--- src/rtl/nth_root.sv ---
// Integer n-th root unit: o_root = floor(a^(1/b)) in Q16.8, found bit-serially
// MSB-first with trial^b built by repeated multiplication and early abort.
module nth_root #(
    parameter int         N     = 16,
    parameter int         M     = 32,
    parameter logic [2:0] EXECB = 3'd3,
    parameter logic [3:0] ROOT  = 4'd7
) (
    input  logic                CLK,
    input  logic                RST,
    input  logic signed [N-1:0] a,
    input  logic signed [N-1:0] b,
    input  logic [2:0]          state,
    input  logic [3:0]          opcode,
    output logic signed [M-1:0] o_root,
    output logic                error,
    output logic                done
);
    localparam int K  = (N + 1) / 2;
    localparam int KW = (K > 1) ? $clog2(K) : 1;
    localparam int PW = 2 * N;

    typedef enum logic [2:0] {
        S_IDLE, S_CHECK, S_TRIAL, S_MULT, S_CMP, S_DONE
    } st_t;

    st_t                st_q, st_d;
    logic signed [N-1:0] a_q, a_d, b_q, b_d;
    logic [K-1:0]       y_q, y_d, trial_q, trial_d;
    logic [KW-1:0]      k_q, k_d;
    logic [PW-1:0]      prod_q, prod_d;
    logic [N-1:0]       cnt_q, cnt_d;
    logic [M-1:0]       root_q, root_d;
    logic               err_q, err_d;

    logic               i_ce;
    logic [PW-1:0]      a_ext;
    logic [K-1:0]       t_new, y_nxt;

    assign i_ce  = (state == EXECB) && (opcode == ROOT);
    // Radicand is known non-negative once the iterative path is entered.
    assign a_ext = PW'($unsigned(a_q));

    always_comb begin
        st_d    = st_q;
        a_d     = a_q;
        b_d     = b_q;
        y_d     = y_q;
        k_d     = k_q;
        trial_d = trial_q;
        prod_d  = prod_q;
        cnt_d   = cnt_q;
        root_d  = root_q;
        err_d   = err_q;
        t_new   = y_q | (K'(1) << k_q);
        y_nxt   = (prod_q <= a_ext) ? trial_q : y_q;
        case (st_q)
            S_IDLE: begin
                err_d = 1'b0;
                if (i_ce) begin
                    a_d  = a;
                    b_d  = b;
                    st_d = S_CHECK;
                end
            end
            S_CHECK: begin
                st_d = S_DONE;
                if (b_q <= 0 || a_q < 0) begin
                    err_d  = 1'b1;
                    root_d = M'(32'hDEADBEEF);
                end else if (a_q == 0) begin
                    root_d = '0;
                end else if (b_q == 1) begin
                    root_d = M'({a_q, 8'b0});
                end else if (b_q >= N - 1) begin
                    // Radicand < 2^(N-1), so any degree this large yields 1.
                    root_d = M'(9'h100);
                end else begin
                    y_d  = '0;
                    k_d  = KW'(K - 1);
                    st_d = S_TRIAL;
                end
            end
            S_TRIAL: begin
                trial_d = t_new;
                prod_d  = PW'(t_new);
                cnt_d   = $unsigned(b_q) - N'(1);
                st_d    = S_MULT;
            end
            S_MULT: begin
                if (cnt_q == '0 || prod_q > a_ext) begin
                    st_d = S_CMP;
                end else begin
                    prod_d = prod_q * PW'(trial_q);
                    cnt_d  = cnt_q - N'(1);
                end
            end
            S_CMP: begin
                y_d = y_nxt;
                if (k_q == '0) begin
                    root_d = M'({y_nxt, 8'b0});
                    st_d   = S_DONE;
                end else begin
                    k_d  = k_q - KW'(1);
                    st_d = S_TRIAL;
                end
            end
            S_DONE:  st_d = S_IDLE;
            default: st_d = S_IDLE;
        endcase
    end

    always_ff @(posedge CLK) begin
        if (RST) begin
            st_q    <= S_IDLE;
            a_q     <= '0;
            b_q     <= '0;
            y_q     <= '0;
            k_q     <= '0;
            trial_q <= '0;
            prod_q  <= '0;
            cnt_q   <= '0;
            root_q  <= '0;
            err_q   <= 1'b0;
        end else begin
            st_q    <= st_d;
            a_q     <= a_d;
            b_q     <= b_d;
            y_q     <= y_d;
            k_q     <= k_d;
            trial_q <= trial_d;
            prod_q  <= prod_d;
            cnt_q   <= cnt_d;
            root_q  <= root_d;
            err_q   <= err_d;
        end
    end

    assign o_root = root_q;
    assign done   = (st_q == S_DONE);
    assign error  = (st_q == S_DONE) && err_q;
endmodule

--- config.mk ---
export PLATFORM = sky130hd
export DESIGN_NAME = nth_root
export DESIGN_NICKNAME = d
export VERILOG_FILES = /design/src/rtl/nth_root.sv
export SDC_FILE = /design/constraint.sdc
export NUM_CORES = 1
export LEC_CHECK = 0
export BUFFER_PORTS_ARGS = -buffer_cell sky130_fd_sc_hd__buf_2
export CAP_MARGIN = 30
export CORE_ASPECT_RATIO = 0.7
export CORE_UTILIZATION = 58
export CTS_BUF_LIST = sky130_fd_sc_hd__clkbuf_4
export CTS_CLUSTER_DIAMETER = 40
export DETAILED_ROUTE_END_ITERATION = 6
export GPL_TIMING_DRIVEN = 0
export PLACE_DENSITY_LB_ADDON = 0.12
export SETUP_SLACK_MARGIN = 0.3
export SYNTH_ARGS = -nofsm -noshare
export SYNTH_HDL_FRONTEND = slang
export SYNTH_SLANG_ARGS = --single-unit
--- constraint.sdc ---
create_clock -name CLK -period 5.1 [get_ports CLK]
set_input_delay 0.765 -clock CLK [delete_from_list [all_inputs] [get_ports CLK]]
set_output_delay 0.765 -clock CLK [all_outputs]
set_load 0.1 [all_outputs]
==> flow_summary.toml <==
[routing]
viasPerCell = 5.793
wl_per_cell_um = 18.95
first_pass_iters = 7
wirelength_mm = 37.66
ant_nets = 0
drcViolationCount = 4
routed-via-count = 11510
drt-initial-drc-count = 1061

[yosys]
yosysTopAreaCellShare_pct = 24.29
syn_area_mm2 = 0.01285
syn_area_per_cell_um2 = 8.230
syn_inst = 1562
yosys-top-cells-count = "nand2_1 (195), inv_1 (185), and2_1 (178)"
synth_cell_types = 76
synth_edf_count = 0
synth_warnings = 0
synth_top_cell_by_area = "fa_1"
synthFlopType = "dfxtp_1"
ys_seq_area_share_pct = 18.69
async_flop_share_pct = 0
netlist_top_cells_area = "fa_1 (24%), dfxtp_1 (19%), and2_1 (8.7%), ha_1 (6.0%), nand2_1 (5.7%)"
yosysMostFrequentCell = "nand2_1"
synth-seq-cells = 120

[final_layout]
n_fill_cell = 1807
seq_area_mm2 = 0.002436
drive_above_1_share_pct = 18.18
antennaDiodeCount = 0
multi_input_area_mm2 = 0.009727
area_growth_pct = 15.78
final_area_mm2 = 0.01488
final_nets = 1951
stdcell_count = 1987

[clock_tree]
cts_buffers = 17
clockBufferDepth = 2
root_buffer = "clkbuf_4"
cts_tree = "built"
path_clk_slew_ps = 110
clkLatencyLatePin_ps = 550
cts-htree-levels = 4
clkSinkCount = 120

[power_and_ir_drop]
p_per_area_mw_per_mm2 = 148.5
peakVddDrop_uv = 230.2
combPwrFrac_pct = 26.3
p_sw_uw = 863.1
intPower_uw = 1348
p_leak_uw = 0.006693
seqPwrFrac_pct = 45.2
clkPwrFrac_pct = 28.5
swShare_pct = 39.04

[sta]
tns_ps = 0
final-setup-viol-count = 0
fmax_ghz = 0.1982
worst_slack_ps = 54.26
clock_skew_ps = 24.85
timing.hold.ws_ps = 450.1
period_needed_ps = 5046
relSlewSlack_pct = 49.21
timing.final.crit_share_pct = 98.94
slew_viol_final = 0
final-hold-violation-count = 0
rsz0062_at_grt = "true"
worst_pin_slew_ps = 756.0

[run_status]
outcome = "finished with violations"
violations = "design-rule violations"

[hold_path]
holdPathStages = 3
worstHoldEndpoint = "a_q[12]$_SDFFE_PP0P_"
hp-start = "a[12]"
hold_class = "input port to flop"

[place]
globalplace.congestion = 0.9602
dpl.hpwl_mm = 27.96
dp_cells = 1916
dpl_cell_area_mm2 = 0.01369
post-place-ws_ps = -613.8
io_buffers = 70

[worst_setup_path]
worstPathMaxFanout = 10
crit_type = "flop to flop"
rr_worst_depth = 20
rrSetupSlack_ps = 50
cpPeakStageDelay_ps = 550
path_cells = "clkbuf_16 > clkbuf_16 > and2_1 > fa_2 > fa_1 > ha_1 > inv_1 > fa_1 > inv_1 > ha_4 > o21ai_2 > o21bai_1 > o41a_1 > a21oi_4 > o311ai_4 > buf_12 > a211oi_4 > o31ai_1 > xor2_1 > a22o_1"
cp-start-kind = "flop"
required_ps = 5540
rr_startpoint = "trial_q[4]$_SDFFE_PP0P_"
worstPathArrival_ps = 5480
cp_slowest_cell = "fa_1"
endpoint_kind = "flop"
cp_top_family = "adder cells"
r2r-end = "prod_q[28]$_SDFFE_PP0P_"
timing.critical_path.buf_inv = 5

[die]
die_y_um = 126.6
fp-row-count = 45
design.die.area_mm2 = 0.02277
initial_utilization_pct = 59.15
pin_count = 75
core-area_mm2 = 0.02173
die_x_um = 179.9

[run]
maxCapViolations = 0

[grt]
overflow = 0
grt_usage_pct = 33.92
grt_max_degree = 17
grt_pass1_vias = 11370
grt_first_pass_wirelength_mm = 60.60
antenna_found_initial = 0
per-stage QoR:
stage                     utilization (%)  power, µW
after floorplan                         -       1490
after global placement              63.01       1590
after detailed placement            63.01       1596
after CTS                           67.75       2200
after global routing                68.48       2283
final                               68.48       2211
power groups by stage:
stage / clock (µW) / sequential [µW] / combinational (µW)
finish: 630 / 1000 / 581
global route: 674 / 1000 / 605
CTS: 626 / 999 / 575
detailed placement: 0 / 1020 / 573
global placement: 0 / 1020 / 568
floorplan: 0 / 1200 / 289
cells in the final DEF (no fill, tap or decap), drive strengths merged, types with 7 or more instances in the layout:
cell type / n
nand2: 196
inv: 185
and2: 178
fa: 156
buf: 147
a21oi: 130
dfxtp: 120
nor2: 89
clkbuf: 82
ha: 62
o21ai: 38
nor3: 36
nand3: 33
xnor2: 30
a211oi: 25
mux2i: 15
a21o: 14
nor4: 13
or3: 11
xor2: 11
a22oi: 11
a31oi: 9
clkinv: 9
o21a: 8
o31ai: 8
nor2b: 7
per-layer routing:
metal | wire length, µm | part of all wire (%) | GRT usage, % | up-vias
li1 | - | - | - | 5318
met1 | 17320 | 46 | 49.74 | 5634
met2 | 16110 | 43 | 50.08 | 488
met3 | 3473 | 9.2 | 7.723 | 71
met4 | 754 | 2.0 | 9.381 | 0
met5 | 0 | 0 | 0 | -
logic make-up after synthesis:
family,count (synthesis),synth area share (%)
adder cells (fa/ha/maj),218,30.33
AND/OR/NAND/NOR,595,23.34
AO/OA/AOI/OAI,284,14.07
buffers and inverters,285,9.159
multiplexers,18,1.587
other,1,0.02917
flip-flops,120,18.69
XOR/XNOR,41,2.793
registers in the layout (all words and copies together) (netlist names):
register,flops
prod_q,32
o_root,17
a_q,16
b_q,16
cnt_q,16
trial_q,8
y_q,8
k_q,3
st_q,3
err_q,1
worst max-delay path by stage:
stage | startpoint | endpoint | slack (ps) | cells past startpoint
after floorplan | trial_q[4]$_SDFFE_PP0P_ | prod_q[30]$_SDFFE_PP0P_ | 300 | 19
after global placement | trial_q[2]$_SDFFE_PP0P_ | prod_q[31]$_SDFFE_PP0P_ | -470 | 18
after detailed placement | trial_q[3]$_SDFFE_PP0P_ | prod_q[31]$_SDFFE_PP0P_ | -610 | 18
after CTS | trial_q[5]$_SDFFE_PP0P_ | prod_q[28]$_SDFFE_PP0P_ | 130 | 19
after global routing | trial_q[7]$_SDFFE_PP0P_ | prod_q[28]$_SDFFE_PP0P_ | -80 | 20
final | trial_q[4]$_SDFFE_PP0P_ | prod_q[28]$_SDFFE_PP0P_ | 50 | 20
cell type report:
| class | count | area share (%) |
|---|---|---|
| Multi-Input combinational cell | 1159 | 65.36 |
| Sequential cell | 120 | 16.37 |
| Buffer | 100 | 5.120 |
| Inverter | 185 | 4.666 |
| Timing Repair Buffer | 109 | 4.540 |
| Tap cell | 282 | 2.371 |
| Clock buffer | 20 | 1.009 |
| Clock inverter | 12 | 0.5717 |
worst reg2reg max path: cells and delay by family, from the launching register on:
kind	cells	cell delay, ps
adders and majority gates	5	1950
and+or+nand+nor	1	160
AOI/OAI and AO/OA	8	1640
buffers and inverters	5	630
xor gates and xnor gates	1	170
DFF	1	380
repair_timing:
item | CTS | global route
resized for setup | 127 | 29
hold buffers | 0 | 0
pin swaps | 79 | 28
endpoints found under the setup margin | 21 | 16
setup buffers | 30 | 8
gates cloned | 0 | 1
Power figures use the tool's default switching activity.
